$ cat src/rtl/mem_rsp_pkg.sv
// Shared types and widths for the byte-SRAM memory responder.
package mem_rsp_pkg;

  localparam int unsigned DATA_W         = 16;
  localparam int unsigned BYTE_W         = 8;
  localparam int unsigned ADDR_W_DEFAULT = 14;
  localparam int unsigned WAIT_W         = 4;

  typedef enum logic [2:0] {
    StIdle,
    StWrLo,
    StWrHi,
    StRd,
    StRdCap,
    StWait,
    StResp,
    StDrain
  } state_e;

endpackage

$ cat src/rtl/mem_rsp_wait_ctr.sv
// Wait-state down-counter: load a start value, decrement, flag when it reaches zero.
module mem_rsp_wait_ctr
  import mem_rsp_pkg::*;
#(
  parameter int unsigned W = WAIT_W
) (
  input  logic         clk,
  input  logic         reset,
  input  logic         load,
  input  logic [W-1:0] load_val,
  input  logic         dec,
  output logic         zero
);

  logic [W-1:0] cnt_q;

  always_ff @(posedge clk or posedge reset) begin
    if (reset) begin
      cnt_q <= '0;
    end else if (load) begin
      cnt_q <= load_val;
    end else if (dec && (cnt_q != '0)) begin
      cnt_q <= cnt_q - 1'b1;
    end
  end

  assign zero = (cnt_q == '0);

endmodule

$ cat src/rtl/mem_responder.sv
// Memory-interface responder: 16-bit writes as two byte-SRAM writes, byte reads, fixed latency.
// Optional MEM_RESPONDER_STATS_EN adds saturating write/read completion counters.
module mem_responder
  import mem_rsp_pkg::*;
#(
  parameter int unsigned ADDR_W      = ADDR_W_DEFAULT,
  parameter int unsigned WAIT_STATES = 2
) (
  input  logic              clk,
  input  logic              reset,
  input  logic              re,
  input  logic              we,
  input  logic [ADDR_W-1:0] addr,
  input  logic [DATA_W-1:0] datafrommif,
  output logic [BYTE_W-1:0] datatomif,
  output logic              mem_resp,
  output logic              busy,
  output logic              sram_ce,
  output logic              sram_we,
  output logic [ADDR_W-1:0] sram_addr,
  output logic [BYTE_W-1:0] sram_wdata,
  input  logic [BYTE_W-1:0] sram_rdata
`ifdef MEM_RESPONDER_STATS_EN
  ,
  output logic [15:0]       wr_cnt,
  output logic [15:0]       rd_cnt
`endif
);

  // The counter is loaded with WAIT_STATES-1 so that WAIT lasts exactly WAIT_STATES cycles.
  localparam int unsigned WaitLoadInt = (WAIT_STATES == 0) ? 0 : WAIT_STATES - 1;
  localparam logic [WAIT_W-1:0] WaitLoad = WaitLoadInt[WAIT_W-1:0];

  state_e            state_q, state_d;
  logic [ADDR_W-1:0] addr_q;
  logic [DATA_W-1:0] data_q;
  logic [BYTE_W-1:0] rdata_q;
  logic              capture;
  logic              ctr_load;
  logic              ctr_dec;
  logic              ctr_zero;

  mem_rsp_wait_ctr #(
    .W(WAIT_W)
  ) u_wait_ctr (
    .clk     (clk),
    .reset   (reset),
    .load    (ctr_load),
    .load_val(WaitLoad),
    .dec     (ctr_dec),
    .zero    (ctr_zero)
  );

  always_comb begin
    state_d  = state_q;
    capture  = 1'b0;
    ctr_load = 1'b0;
    ctr_dec  = 1'b0;
    case (state_q)
      StIdle: begin
        if (we) begin
          capture = 1'b1;
          state_d = StWrLo;
        end else if (re) begin
          capture = 1'b1;
          state_d = StRd;
        end
      end
      StWrLo:  state_d = StWrHi;
      StRd:    state_d = StRdCap;
      StWrHi, StRdCap: begin
        if (WAIT_STATES == 0) begin
          state_d = StResp;
        end else begin
          ctr_load = 1'b1;
          state_d  = StWait;
        end
      end
      StWait: begin
        if (ctr_zero) state_d = StResp;
        else          ctr_dec = 1'b1;
      end
      StResp:  state_d = StDrain;
      // Hold here until the requester drops its request so it never issues twice.
      StDrain: if (!re && !we) state_d = StIdle;
      default: state_d = StIdle;
    endcase
  end

  always_comb begin
    sram_ce    = 1'b0;
    sram_we    = 1'b0;
    sram_addr  = '0;
    sram_wdata = '0;
    case (state_q)
      StWrLo: begin
        sram_ce    = 1'b1;
        sram_we    = 1'b1;
        sram_addr  = addr_q;
        sram_wdata = data_q[BYTE_W-1:0];
      end
      StWrHi: begin
        sram_ce    = 1'b1;
        sram_we    = 1'b1;
        sram_addr  = addr_q + ADDR_W'(1);
        sram_wdata = data_q[DATA_W-1:BYTE_W];
      end
      StRd: begin
        sram_ce   = 1'b1;
        sram_addr = addr_q;
      end
      default: ;
    endcase
  end

  always_ff @(posedge clk or posedge reset) begin
    if (reset) begin
      state_q <= StIdle;
      addr_q  <= '0;
      data_q  <= '0;
      rdata_q <= '0;
    end else begin
      state_q <= state_d;
      if (capture) begin
        addr_q <= addr;
        data_q <= datafrommif;
      end
      if (state_q == StRdCap) rdata_q <= sram_rdata;
    end
  end

  assign datatomif = rdata_q;
  assign mem_resp  = (state_q == StResp);
  assign busy      = (state_q != StIdle);

`ifdef MEM_RESPONDER_STATS_EN
  logic        is_wr_q;
  logic [15:0] wr_cnt_q, rd_cnt_q;

  always_ff @(posedge clk or posedge reset) begin
    if (reset) begin
      is_wr_q  <= 1'b0;
      wr_cnt_q <= '0;
      rd_cnt_q <= '0;
    end else begin
      if (capture) is_wr_q <= we;
      if (state_q == StResp) begin
        if (is_wr_q && (wr_cnt_q != 16'hFFFF))  wr_cnt_q <= wr_cnt_q + 16'd1;
        if (!is_wr_q && (rd_cnt_q != 16'hFFFF)) rd_cnt_q <= rd_cnt_q + 16'd1;
      end
    end
  end

  assign wr_cnt = wr_cnt_q;
  assign rd_cnt = rd_cnt_q;
`endif

endmodule

$ cat config.mk
export PLATFORM = sky130hd
export DESIGN_NAME = mem_responder
export DESIGN_NICKNAME = d
export VERILOG_FILES = /design/src/rtl/mem_rsp_pkg.sv /design/src/rtl/mem_rsp_wait_ctr.sv /design/src/rtl/mem_responder.sv
export SDC_FILE = /design/constraint.sdc
export NUM_CORES = 1
export LEC_CHECK = 0
export ABC_CLOCK_PERIOD_IN_PS = 2200
export CAP_MARGIN = 25
export CORE_MARGIN = 1
export CORE_UTILIZATION = 45
export CTS_BUF_LIST = sky130_fd_sc_hd__clkbuf_4 sky130_fd_sc_hd__clkbuf_8
export CTS_CLUSTER_SIZE = 25
export DETAILED_ROUTE_END_ITERATION = 10
export DONT_BUFFER_PORTS = 1
export PLACE_DENSITY_LB_ADDON = 0.05
export SLEW_MARGIN = 10
export SYNTH_ARGS = -nofsm -noshare
export SYNTH_HDL_FRONTEND = slang
export SYNTH_SLANG_ARGS = --single-unit
$ cat constraint.sdc
create_clock -name clk -period 2.2 [get_ports clk]
set_clock_uncertainty 0.2 [all_clocks]
set_input_delay 0.33 -clock clk [delete_from_list [all_inputs] [get_ports clk]]
set_output_delay 0.33 -clock clk [all_outputs]
set_load 0.02 [all_outputs]
==> results of run 1 <==
==> cell usage after synthesis, types with 3 or more instances <==
master / n / area share [%]
a21oi_1: 5 / 1.0
a22oi_1: 8 / 2.5
a31oi_1: 7 / 1.8
buf_2: 5 / 1.0
buf_6: 3 / 1.4
clkbuf_1: 3 / 0.47
dfrtp_1: 45 / 47
inv_1: 5 / 0.79
mux2_2: 36 / 17
nand2_1: 18 / 2.8
nand2b_1: 3 / 0.79
nand3_1: 5 / 1.0
nand4_1: 4 / 1.0
nor2_1: 16 / 2.5
nor2b_1: 3 / 0.79
nor3_1: 4 / 0.84
o21ai_0: 13 / 2.7
xnor2_1: 4 / 1.5
==> cell families (layout without fill, tap and decap cells) <==
| logic type | Yosys count | in the layout |
|---|---|---|
| mux | 38 | 38 |
| simple gates | 64 | 64 |
| fa+ha+maj | 2 | 2 |
| compound gates | 49 | 49 |
| flops | 45 | 45 |
| buf+inv | 18 | 111 |
| xor+xnor | 5 | 5 |
==> layout make-up <==
| type | instances | area [um^2] | share of cell area, % |
|---|---|---|---|
| Multi-Input combinational cell | 158 | 1340 | 37.8 |
| Inverter | 5 | 18.8 | 0.531 |
| Timing Repair Buffer | 98 | 880 | 24.9 |
| Tap cell | 70 | 87.6 | 2.48 |
| Clock buffer | 5 | 68.8 | 1.95 |
| Sequential cell | 45 | 1130 | 31.9 |
| Clock inverter | 3 | 17.5 | 0.496 |
==> per-layer routing <==
layer / part of all wire [%] / GRT usage [%]
met5: 0 / 0
met4: 1.9 / 9.01
met3: 5.3 / 6.69
met2: 51 / 40.3
met1: 41 / 27.2
==> per-stage QoR <==
stage | util [%] | power (uW)
2_1_floorplan | - | 2920
3_5_place_dp | 53.4 | 3540
4_1_cts | 66.8 | 4360
5_1_grt | 69.2 | 4830
6_report | 69.2 | 4550
3_3_place_gp | 53.4 | 3440
==> path summary, 6_finish.rpt <==
| kind | from | to | slack, ns | depth (start not counted) |
|---|---|---|---|---|
| worst min register to register | data_q[9] | data_q[9] | 0.31 | 1 |
| worst max register to register | state_q[0] | addr_q[4] | 0.10 | 6 |
| max in group asynchronous | reset | addr_q[4] | 0.96 | 3 |
| worst min-delay path | re | state_q[1] | 0.05 | 2 |
| min in group asynchronous | reset | data_q[2] | 0.44 | 3 |
| worst max-delay path | state_q[2] | sram_addr[10] | -0.12 | 4 |
==> critical path: cells and delay by family (launching register included) <==
family	cells	cell delay (ns)
and+or+nand+nor	1	0.44
AOI/OAI and AO/OA	1	0.30
buffers and inverters	2	0.35
DFF	1	0.41
==> power breakdown <==
| group | internal [uW] | switching [uW] |
|---|---|---|
| sequential | 1240 | 463 |
| combinational | 1220 | 1120 |
| clock | 219 | 278 |
==> layout by cell type (no fill, tap or decap), types with 4 or more instances in the layout <==
cell,count
buf_4,49
dfrtp_1,44
dlygate4sd3_1,39
mux2_2,36
nand2_1,16
nor2_1,15
buf_6,9
o21ai_0,5
o21ai_1,5
clkbuf_8,5
xnor2_1,4
nor3_1,4
a22oi_1,4
a22oi_2,4
inv_1,4
nand4_1,4
==> flip-flops by register name, summed over array words and instances (netlist names) <==
signal and cells:
datatomif 8, addr_q 14, state_q 3, data_q 16, u_wait_ctr.cnt_q 4
==> what timing repair did <==
action,CTS,global route
gates cloned,1,0
endpoints found under the setup margin,12,21
pin swaps,11,8
buffers inserted,13,5
hold endpoints to repair,83,0
hold buffers,39,0
gates resized for setup,40,20
==> impl_results.md, run 1 <==
- Core area: slightly above 5000 um^2
- Slew HR: 62.9%
- Final worst-path cycle share: 105%
- Total grt overflow: 0
- Fin. Hold Viols: 0
- Fmax: ~0.43 GHz
- Worst hold path class: in2reg
- Die area: 5600 um^2
- Total Wirelength: 6.31 mm
- Layout cell share with drive strength beyond 1: between 40% and 50%
- Maximum capacitance violations: 0
- Cell area after synthesis: 2390 um^2
- Primary FF master, synth: dfrtp_1
- Crit path max-delay cell type: or3b_4
- Drt drc: 0
- Critical path cell sequence: or3b_4, buf_6, o41ai_2, buf_4
- YS warnings: 0
- DP Worst Slack: 0.0639 ns
- Crit Path Max Fanout: 8
- Routed Antenna Nets: 0
- Post-Synth XOR/XNOR Area: ~1.8%
- Setup TNS: -0.797 ns
- Num ports: 76
- Fin crit period: about 2.3 ns
- H-tree depth: 2
- Setup ws final: -0.120 ns
- Slew @ Worst Pin: 0.556 ns
- DR pass1 iterations: 4
- Die Y: 74.9 um
- Row Count: 26
- Number of synthesized register bits: between 40 and 50
- Total CTS buffers: 5
- Maximum root-to-sink buffer count: 2
- Wire per inst: 16.4 um
- CTS tree: done
- Slowest cell delay on critical path: roughly 0.44 ns
- Hold_ws: 0.0459 ns
- Nets: 357
- Critical Path RT: ~1.7 ns
- Peak VDD IR: 0.796 mV
- HPWL after DPL: between 3 and 4 mm
- Port bufs: 0
- Largest net degree at the start of global routing: 46
- Antenna diodes: 0
- Vias per cell: 5.55
- Setup repair after global routing missed its margin: yes
- Initial antenna violation count: 0
- Ys async rst share: 100%
- Setup CP Type: reg2out
- Placed cell count: 320
- Average size of a mapped cell: 10.8 um^2
- Netlist cell types: 44
- Dpl cell area: around 2700 um^2
- Critical path launch point type: flip-flop
- Largest family of logic cells by synthesized area: multiplexers
- Failing checks: negative setup slack
- Max Slew Vio Count: 0
- Status: complete, but fails checks
- Initial drt markers: 105
- Die width: 74.9 um
- Leak: about 0.0015 uW
- Ratio of total power to cell area: around 1300 nW/um^2
- Total number of vias: between 2000 and 2500
- Clock transition at path regs: ~0.080 ns
- WP data arrival: 1.79 ns
- Setup crit end kind: output pin
- Fillers: 410
- Global Route Usage Sum: between 20% and 30%
- Mapped Cells: 221
- Post-synth EDFFs: 0
- Post-Syn Nets: ~270
- Finished Cell Area: 3530 um^2
- Sequential fraction of the synthesis area: between 40% and 50%
- Clock Sinks: 45
- Initial Utilization: a little under half
- Simple-gate portion of the synthesized area: 13.9%
- Non-filler cells in the finished layout: 384
- Area growth from synthesis to final layout: 48.0%
- Routability cong.: 0.852
- Setup-failing EPs final: 12
- First-pass GRT wire length: approximately 9.8 mm
- Vias in the first global route: approximately 2200
- Complex-gate fraction of the synthesized area: 13.8%
- Worst-Skew Late Latency: between 0.2 and 0.3 ns
- CTS root buf: clkbuf_8
- Synth Area in Adders: 1.05%
- Mux share of post-synthesis cell area: 17.9%
Power figures use the tool's default switching activity.
==> inputs of run 2 (changes only) <==
--- a/config.mk
+++ b/config.mk
@@ -5,9 +5,9 @@
 export SDC_FILE = /design/constraint.sdc
 export NUM_CORES = 1
 export LEC_CHECK = 0
-export ABC_CLOCK_PERIOD_IN_PS = 2200
-export CAP_MARGIN = 25
-export CORE_MARGIN = 1
+export ABC_CLOCK_PERIOD_IN_PS = 2800
+export CAP_MARGIN = 5
+export CORE_MARGIN = 2
 export CORE_UTILIZATION = 45
 export CTS_BUF_LIST = sky130_fd_sc_hd__clkbuf_4 sky130_fd_sc_hd__clkbuf_8
 export CTS_CLUSTER_SIZE = 25
==> constraint.sdc (replaced) <==
create_clock -name clk -period 2.8 [get_ports clk]
set_clock_uncertainty 0.2 [all_clocks]
set_input_delay 0.42 -clock clk [delete_from_list [all_inputs] [get_ports clk]]
set_output_delay 0.42 -clock clk [all_outputs]
set_load 0.02 [all_outputs]
==> impl_results.md, run 2 (synthesis gave the netlist of run 1 again) <==
- Vias in the first global route: 1732 (-20%)
- Setup TNS: 0 ns (+0.797 ns)
- Crit Path Max Fanout: 6 (-2)
- Total Wirelength: 5.02 mm (-20%)
- Ratio of total power to cell area: 1150 nW/um^2 (-11%)
- Worst-Skew Late Latency: 0.29 ns (about the same)
- Total grt overflow: 0 (unchanged)
- WP buf/inv: 1 (-1)
- Worst hold path class: in2async
- Max Slew Vio Count: 0 (unchanged)
- Core area: 5110 um^2 (unchanged)
- Maximum capacitance violations: 0 (unchanged)
- Port bufs: 0 (unchanged)
- CTS tree: done
- Non-filler cells in the finished layout: 306 (-20%)
- DP Worst Slack: 0.442 ns (+0.378 ns)
- Sw Ratio: 40.9% (-0.16 points)
- Layout cell share with drive strength beyond 1: 30.1% (-15 points)
- Commonest non-fill, non-tap cells in the layout: 45 x dfrtp_1, 36 x mux2_2, 20 x buf_4
- Num ports: 76 (unchanged)
- HPWL after DPL: 3.66 mm (-7.1%)
- Hold_ws: 0.0147 ns (-0.0312 ns)
- Die Y: 76.9 um (+2.7%)
- Setup ws final: 0.152 ns (+0.271 ns)
- Routed Antenna Nets: 0 (unchanged)
- Vias per cell: 5.75 (+3.7%)
- Area growth from synthesis to final layout: 11.1%
- Routability cong.: 0.870 (+2.1%)
- Clock transition at path regs: 0.08 ns (about the same)
- Initial Utilization: 46.8% (unchanged)
- Total CTS buffers: 5 (unchanged)
- CTS root buf: clkbuf_8
- Die area: 5910 um^2 (+5.4%)
- Nets: 280 (-22%)
- Worst path top cell family by delay: compound AO/OA/AOI/OAI gates
- Slew HR: 38.0% (-25 points)
- Switching power: 1240 uW (-33%)
- Fin crit period: 2.65 ns
- Critical path cell sequence: ha_2, and4_1, nand2_1, o311ai_0, o41ai_1, buf_4
- Setup repair after global routing missed its margin: no
- Cell-internal power: 1800 uW (-33%)
- WP data arrival: 2.03 ns (+0.24 ns)
- Setup CP Type: reg2out
- Power share of the combinational group: 43.0% (-8.6 points)
- Peak VDD IR: 0.569 mV (-29%)
- Fin. Hold Viols: 0 (unchanged)
- Fin util: 52.0% (-17 points)
- Top reg by flops: data_q
- Setup crit end kind: output pin
- Hold buffer count at CTS: 0 (-100%)
- Total number of vias: 1761 (-17%)
- DR pass1 iterations: 4 (unchanged)
- Largest net degree at the start of global routing: 46 (unchanged)
- Placed cell count: 299 (-6.6%)
- Fmax: 0.378 GHz
- Commonest non-fill, non-tap cell in the layout: dfrtp_1
- Clock Sinks: 45 (unchanged)
- Leak: 0.00108 uW (-28%)
- Initial drt markers: 46 (-56%)
- Antenna diodes: 0 (unchanged)
- First-pass GRT wire length: 8.26 mm (-16%)
- Status: completed
- Critical Path RT: 2.18 ns (+0.51 ns)
- Fillers: 492 (+20%)
- H-tree depth: 2 (unchanged)
- Crit path max-delay cell type: dfrtp_1
- Clock power frac: 13.1% (+2.2 points)
- Wire per inst: 16.4 um (about the same)
- Row Count: 26 (unchanged)
- Max FFs per register: 16 (unchanged)
- Critical path launch point type: flip-flop
- Die width: 76.9 um (+2.7%)
- Final worst-path cycle share: 94.6%
- Maximum root-to-sink buffer count: 2 (unchanged)
- Sequential Power Share: 43.9% (+6.4 points)
- Global Route Usage Sum: 17.2% (-6.0 points)
- Reg-to-reg setup timing slack: 0.64 ns (+0.54 ns)
- Slew @ Worst Pin: 0.928 ns (+0.372 ns)
- Setup-failing EPs final: 0 (-12)
- Slowest cell delay on critical path: 0.43 ns (about the same)
- Drt drc: 0 (unchanged)
- Initial antenna violation count: 0 (unchanged)
## run 2: power groups by stage
stage | sequential, uW | combinational, uW | clock [uW]
floorplan | 1250 | 1040 | 0
global placement | 1330 | 1270 | 0
detailed placement | 1340 | 1320 | 0
CTS | 1340 | 1320 | 417
global route | 1390 | 1440 | 443
finish | 1330 | 1310 | 399
## run 2: what timing repair did
action / 4_1_cts / 5_1_grt
hold endpoints to repair: 0 / 0
gates resized for setup: 0 / 1
buffers inserted: 0 / 0
endpoints found under the setup margin: 0 / 1
## run 2: area by class of cell
class / count / area, um^2 / share of cell area, %
multi-input combinational: 158 / 1160 / 43.8
sequential: 45 / 1130 / 42.4
timing repair buffer: 21 / 170 / 6.41
tap: 70 / 87.6 / 3.30
clock buffer: 6 / 82.6 / 3.11
inverter: 5 / 18.8 / 0.707
clock inverter: 1 / 7.51 / 0.283
## run 2: layer usage
layer	wire (um)	vias to the layer above	part of all wire, %	GRT usage [%]
met5	0	-	0	0
met1	2140	858	43	21.2
met2	2520	71	50	29.3
met3	341	2	6.8	5.65
met4	12	0	0.24	4.18
li1	-	830	-	-
## run 2: through the flow
stage	area, um^2	total power [uW]
after floorplan	2390	2290
after global placement	2560	2600
after detailed placement	2560	2660
after CTS	2650	3070
after global routing	2650	3270
final	2650	3040
## run 2: path summary, 6_finish.rpt
| check | startpoint | end | depth (start not counted) |
|---|---|---|---|
| worst min-delay path | reset | data_q[3] | 1 |
| worst max register to register | state_q[2] | data_q[0] | 5 |
| worst min register to register | data_q[12] | data_q[12] | 1 |
| max in group asynchronous | reset | addr_q[10] | 1 |
| min in group clk | addr[11] | addr_q[11] | 1 |
| worst max-delay path | addr_q[0] | sram_addr[10] | 6 |
## run 2: worst reg2reg max path, stage by stage (launching register included)
cell and delay, ns:
dfrtp_1 0.38, buf_4 0.22, or3_4 0.47, nor2_4 0.21, buf_12 0.21, mux2_2 0.37
==> inputs of run 3 (changes only) <==
--- a/config.mk
+++ b/config.mk
@@ -6,7 +6,7 @@
 export NUM_CORES = 1
 export LEC_CHECK = 0
 export ABC_CLOCK_PERIOD_IN_PS = 2800
-export CAP_MARGIN = 5
+export CAP_MARGIN = 20
 export CORE_MARGIN = 2
 export CORE_UTILIZATION = 45
 export CTS_BUF_LIST = sky130_fd_sc_hd__clkbuf_4 sky130_fd_sc_hd__clkbuf_8
==> results of run 3 <==
Same layout as run 2: the final DEF is identical, and so are final timing and power.
